$ cat src/rtl/relu_maxpool1.sv
`timescale 1ns/1ps
// relu_maxpool1: ReLU plus 3x3 stride-2 max-pool over a raster-streamed, plane-major conv output.
// Keeps a row of vertical partial maxima and a single horizontal partial register instead of line buffers.
module relu_maxpool1 #(
    parameter int DW      = 16,
    parameter int IN_DIM  = 55,
    parameter int CH      = 96,
    parameter int RELU_EN = 1
) (
    input  logic          clk,
    input  logic          rst,
    input  logic [DW-1:0] in_data,
    input  logic          in_valid,
    output logic          in_ready,
    input  logic          in_last,
    output logic [DW-1:0] out_data,
    output logic          out_valid,
    input  logic          out_ready,
    output logic          out_last,
    output logic          frame_err
);
    localparam int OUT_DIM = (IN_DIM - 3) / 2 + 1;
    localparam int CW      = $clog2(IN_DIM + 1);
    localparam int PW      = $clog2(CH + 1);
    localparam int KW      = (OUT_DIM > 1) ? $clog2(OUT_DIM) : 1;

    logic [CW-1:0]        col, row;
    logic [PW-1:0]        plane;
    logic [KW-1:0]        k;
    logic signed [DW-1:0] x, hr, hmax, acc_rd, result;
    logic signed [DW-1:0] acc [OUT_DIM];
    logic                 accept, hwin, emit;
    logic                 col_end, row_end, plane_end, last_pos;

    function automatic logic signed [DW-1:0] smax(input logic signed [DW-1:0] a,
                                                  input logic signed [DW-1:0] b);
        return (a > b) ? a : b;
    endfunction

    function automatic logic [DW-1:0] relu(input logic signed [DW-1:0] v);
        return (RELU_EN != 0 && v < 0) ? '0 : v;
    endfunction

    assign in_ready  = ~out_valid | out_ready;
    assign accept    = in_valid & in_ready;
    assign x         = in_data;

    assign col_end   = (col == CW'(IN_DIM - 1));
    assign row_end   = (row == CW'(IN_DIM - 1));
    assign plane_end = (plane == PW'(CH - 1));
    assign last_pos  = plane_end & row_end & col_end;

    // A horizontal window closes on every even column > 0; window k = col/2 - 1.
    assign hwin      = (col != '0) & ~col[0];
    assign emit      = accept & hwin & (row != '0) & ~row[0];
    assign k         = KW'((col >> 1) - CW'(1));

    assign hmax      = smax(hr, x);
    assign acc_rd    = acc[k];
    assign result    = smax(acc_rd, hmax);

    // Control: position counters, framing check and the single-entry output register.
    always_ff @(posedge clk) begin
        if (rst) begin
            col       <= '0;
            row       <= '0;
            plane     <= '0;
            out_valid <= 1'b0;
            out_last  <= 1'b0;
            out_data  <= '0;
            frame_err <= 1'b0;
        end else begin
            if (accept) begin
                col <= col_end ? '0 : col + CW'(1);
                if (col_end) begin
                    row <= row_end ? '0 : row + CW'(1);
                    if (row_end)
                        plane <= plane_end ? '0 : plane + PW'(1);
                end
                if (in_last != last_pos)
                    frame_err <= 1'b1;
            end
            if (emit) begin
                out_data  <= relu(result);
                out_valid <= 1'b1;
                out_last  <= last_pos;
            end else if (out_ready) begin
                out_valid <= 1'b0;
                out_last  <= 1'b0;
            end
        end
    end

    // Datapath: the row that closes a window also reseeds its column entry for the next window row.
    always_ff @(posedge clk) begin
        if (accept) begin
            hr <= (col != '0 && col[0]) ? hmax : x;
            if (hwin)
                acc[k] <= (row != '0 && row[0]) ? result : hmax;
        end
    end
endmodule

$ cat config.mk
export PLATFORM = sky130hd
export DESIGN_NAME = relu_maxpool1
export DESIGN_NICKNAME = d
export VERILOG_FILES = /design/src/rtl/relu_maxpool1.sv
export SDC_FILE = /design/constraint.sdc
export NUM_CORES = 1
export LEC_CHECK = 0
export ABC_AREA = 1
export BUFFER_PORTS_ARGS = -buffer_cell sky130_fd_sc_hd__buf_4
export CAP_MARGIN = 20
export CORE_UTILIZATION = 50
export CTS_BUF_LIST = sky130_fd_sc_hd__clkbuf_4 sky130_fd_sc_hd__clkbuf_8
export CTS_CLUSTER_SIZE = 40
export DETAILED_ROUTE_END_ITERATION = 12
export PLACE_DENSITY = 0.66
export SLEW_MARGIN = 20
export SYNTH_ARGS = -nofsm -noshare
export SYNTH_HDL_FRONTEND = slang
export SYNTH_SLANG_ARGS = --single-unit
$ cat constraint.sdc
create_clock -name clk -period 8.48 [get_ports clk]
set_input_delay 0.848 -clock clk [delete_from_list [all_inputs] [get_ports clk]]
set_output_delay 0.848 -clock clk [all_outputs]
set_load 0.01 [all_outputs]
Word-level counts from Yosys, hierarchy flattened
Memories as Yosys holds them, arrays and structs flattened. Index checks and enable logic that the tools add are counted.

Multiplexer cells: 14. Bitwise gates (word level): 11. $lt $le $gt $ge: 3. Equal/unequal tests: 4. $add $sub $neg: 4. Reduce and logical (&&, ||, !) cells: 8.

Operator list (count): two-way mux 16 bit (5); > comparator 16 bit (2); < comparator 16 x 1 -> 1 bit, second input constant (1); adder 6 x 1 -> 6 bit, second input constant (2); equality test 6 bit, second input constant (2); two-way mux 6 bit (2); nonzero test 6 bit (2); adder 7 x 1 -> 7 bit, second input constant (1); bitwise AND 1 bit (7); equality test 7 bit, second input constant (1); two-way mux 7 bit (1); two-way mux 1 bit (6); subtractor 5 x 1 -> 5 bit, second input constant (1); AND reduction 2 bit (2); NOT 1 bit (3); AND reduction 3 bit (1); logical AND 1 bit (2); nonzero test 2 bit (1); != test 1 bit (1); OR 1 bit (1).

Input port bits: 21. Flip-flop bits (word level): 54. Bits in writable memories: 432. Memories kept: 1. Output and inout port bits: 20. Logic and storage cells: 53.

Memories: acc (words 27, bits a word 16, rd ports 1, clocked after Yosys merged registers in 0, write ports 1, line 31) `logic signed [DW-1:0] acc [OUT_DIM];`.

Logic depth before layout (Yosys ltp)
Word-level depth: 7. Depth in mapped cells: 33. Gate-level depth less buffers: 30.

Worst setup path before layout
Ideal clock, no wire load.

Kind: register -> register. From: reg col[1]. To: mem acc[0][11], data pin. Period minus slack after synthesis: 4.971 ns. Arrival time: 4.556 ns. Library setup time: 0.415 ns. Path slack: 3.509 ns. Cell stages (with the launch flop): 32. Path through: dfxtp_1 -> inv_2 -> buf_2 -> buf_2 -> clkbuf_1 -> ha_1 -> inv_2 -> clkbuf_1 -> clkbuf_1 -> o21ai_0 -> o22ai_1 -> nand2_1 -> nand2_1 -> nand2_1 -> nand2_1 -> nand2_1 -> nand2_1 -> ha_1 -> nand2_1 -> inv_1 -> o21ai_1 -> a21oi_1 -> nor2_1 -> nand2_1 -> nand2_1 -> nand3_2 -> inv_1 -> clkbuf_1 -> nand2_1 -> nand2_1 -> nand2_1 -> o21ai_0.

Longest elaborated chain between the ends: 5.

Ends and longest elaborated chain: start, declared (line 27) `logic [CW-1:0] col, row;`; start signal, assigned (line 74) `col <= col_end ? '0 : col + CW'(1);`; subtractor 5 x 1 -> 5 bit (*) (line 56) `assign k = KW'((col >> 1) - CW'(1));`; memory read (27 x 16 bit) (*); > comparator 16 bit (line 37) `return (a > b) ? a : b;`; two-way mux 16 bit (*) (line 37); two-way mux 16 bit (*) (line 99) `acc[k] <= (row != '0 && row[0]) ? result : hmax;`; end, declared (line 31).

Every way passes the cells marked *; elsewhere a longest branch is shown, timed or not.

Final worst setup path
From: reg col[1]. To: mem acc[7][4], data pin.

Same word-level chain as after synthesis.

==> run metrics <==
first-pass GRT wire length=88910 um; Worst Path Required=8.77 ns; Syn Inst Count=1976; Hold Violations, Final=0; die width=207.7 um; Clock Pin Slew Worst Setup and Hold Paths=0.06 ns; reg-to-reg endpoint=acc[7][4]; Slew headroom=24.30%; max-slew violation count=0; # fillers=3421; Die Span Y=207.7 um; Worst Path Max Fanout=73; family with the most delay on the worst path=simple AND/OR/NAND/NOR gates; clock sink count=485; number of I/O port buffers=39; CTS root buf=clkbuf_8; CTS H-tree depth=3; status=finished clean; fin crit period=5.886 ns; Area Overhead vs Synth=12.51%; post-CTS sizing=0; startpoint types=flop; Critical Path Max Stage Delay=0.72 ns; unrepaired setup endpoints after global routing=false; critical-path cell list=inv_6, ha_4, buf_12, o21ai_0, o22ai_1, nand2_1, nand2_1, nand2_1, nand2_1, nand2_1, nand2_1, ha_1, nand4_1, nor3b_1, nand2_1, nand3_1, nand3_2, inv_1, buf_4, nand2_1, nand2_1, nand2_1, o21ai_2; buffers and inverters on the worst path=4; initial drt markers=1577; Initial DRT Pass Iterations=6; YS warnings=0; initial antenna violation count=0; sequential-to-total area share from yosys stat=67.10%; syn_area_per_cell=10.70 um^2; Max clock buf depth=3; final setup margin=2.594 ns; worst min path class=input pin to flop; Hold-fix buffers, CTS=0; Max Fclk=0.1699 GHz; via count=15.29k; routability congestion estimate=0.9335; GRT overflow=0; share of cells above drive strength 1=12.21%; worst vdd ir=0.0001072 V; std cell rows=74; post-route ant nets=0; Crit. path cell count=23; routed len/inst=22.78 um; vias in the first global route=14.35k; post-synthesis cell area=0.02115 mm^2; Critical Path End Type=flop; die area=0.04313 mm^2; Final Routed Wirelength=59890 um; Finished Core Util=57.63%; Synth cell types=38; Syn Nets=2042; static leakage=0.008906 uW; commonest cells after routing, fill and taps aside=edfxtp_1 (448), nand2_1 (440), nor2_1 (272), o21ai_0 (258), inv_1 (91); Most common cell on crit path=nand2_1; Yosys reg bits=485; Cell Pwr Density=238.5 mW/mm^2; setup TNS=0 ns; # DRC=0; CP max-delay cell=ha_4; setup bufs post-CTS=0; largest net degree at the start of global routing=176; flop2flop setup slack=2.59 ns; crit path DAT=6.18 ns; fin crit share=69.41%; R2R Path Start=col[1]; Worst Skew=0.03164 ns; cts bufs inserted=79; Final HPWL DP=35170 um; max_cap viols=0; Slew @ Worst Pin=1.131 ns; Core Region=0.04129 mm^2; Pwr Total=5675 uW; final net count=2102; Fin Hold WS=0.4027 ns; Initial Utilization=51.22%; worst skew pair latency=0.65 ns; commonest non-fill, non-tap cell in the layout=edfxtp_1; I/O pin cnt=41; setup violators final=0; CTS tree=yes; CP endpoint=acc[7][4]; # diodes=0; reg2reg path depth=23; worst setup path start=col[1]; CP Class=flop to flop; GRT Util Overall=27.75%; Via-to-Cell Ratio=5.816; pre-CTS setup slack=2.724 ns
final cells by class:
class | instances | area (um^2) | area share (%)
Tap cell | 532 | 665.6 | 2.797
Clock buffer | 116 | 1384 | 5.815
Multi-Input combinational cell | 1287 | 6315 | 26.54
Inverter | 97 | 369.1 | 1.551
Sequential cell | 485 | 14200 | 59.66
Timing Repair Buffer | 86 | 703.2 | 2.955
Clock inverter | 26 | 162.7 | 0.6835
logic make-up (layout without fill, tap and decap cells):
family / after synthesis / in the layout / synth area share, %
other: 1 / 1 / 0.01773
AND/OR/NAND/NOR: 815 / 815 / 15.32
buffers and inverters: 204 / 325 / 3.821
AO/OA/AOI/OAI: 418 / 418 / 10.59
adder cells (fa/ha/maj): 45 / 45 / 2.662
flip-flops: 485 / 485 / 67.10
XOR/XNOR: 8 / 8 / 0.4910
registers in the layout, summed over array words and instances (netlist names):
register,count
col,6
frame_err,1
out_last,1
out_data,15
hr,16
acc,432
row,6
out_valid,1
plane,7
power breakdown:
| group | internal, uW | total [uW] | leakage (uW) | switching, uW |
|---|---|---|---|---|
| Clock | 1080 | 2010 | 0.000826 | 926 |
| Combinational | 235 | 915 | 0.00376 | 680 |
| Sequential | 2740 | 2750 | 0.00432 | 11.9 |
| Total | 4060 | 5670 | 0.00891 | 1620 |
cell usage after synthesis, drive strengths merged:
master  number  share of area, %
o21a         1             0.036
or2          2             0.059
nor3b        6              0.21
o21bai       1             0.036
dfxtp       37               3.5
o21ai      281               6.6
and3         3             0.089
a21o         1             0.036
nor3        16              0.38
xor2         7              0.45
nor2       277               4.9
conb         1             0.018
and2         1             0.030
nand4        6              0.18
nand3       62               1.6
o211ai       8              0.28
edfxtp     448                64
buf         27              0.68
a211oi       4              0.14
nand2      441               7.8
xnor2        1             0.041
clkbuf      80               1.4
nor4         1             0.030
o22ai       88               2.6
inv         97               1.7
ha          45               2.7
a21oi       34              0.80
through the flow:
step	cell area, um^2	instances
2_1_floorplan	21150	1976
3_3_place_gp	22160	2483
3_5_place_dp	22200	2486
4_1_cts	23740	2628
5_1_grt	23800	2629
6_report	23800	2629
metal layers:
metal  vias to the layer above  wire length (um)  global-route usage [%]
li1                       7038                 -                       -
met1                      7295             24200                   37.97
met2                       781             27010                   42.34
met3                       175              5967                   6.430
met4                         0              2720                   12.54
met5                         -                 0                       0
how the worst min path moves through the flow:
| stage | from | end | slack, ns | cells past startpoint |
|---|---|---|---|---|
| 6_report | rst | frame_err | 0.40 | 2 |
| 5_1_grt | rst | out_valid | 0.38 | 2 |
| 4_1_cts | rst | frame_err | 0.38 | 2 |
| 3_5_place_dp | frame_err | frame_err | 0.45 | 2 |
| 3_3_place_gp | frame_err | frame_err | 0.44 | 2 |
| 2_1_floorplan | plane[1] | plane[1] | 0.45 | 2 |
No activity file was read; power rests on OpenSTA's default activity.
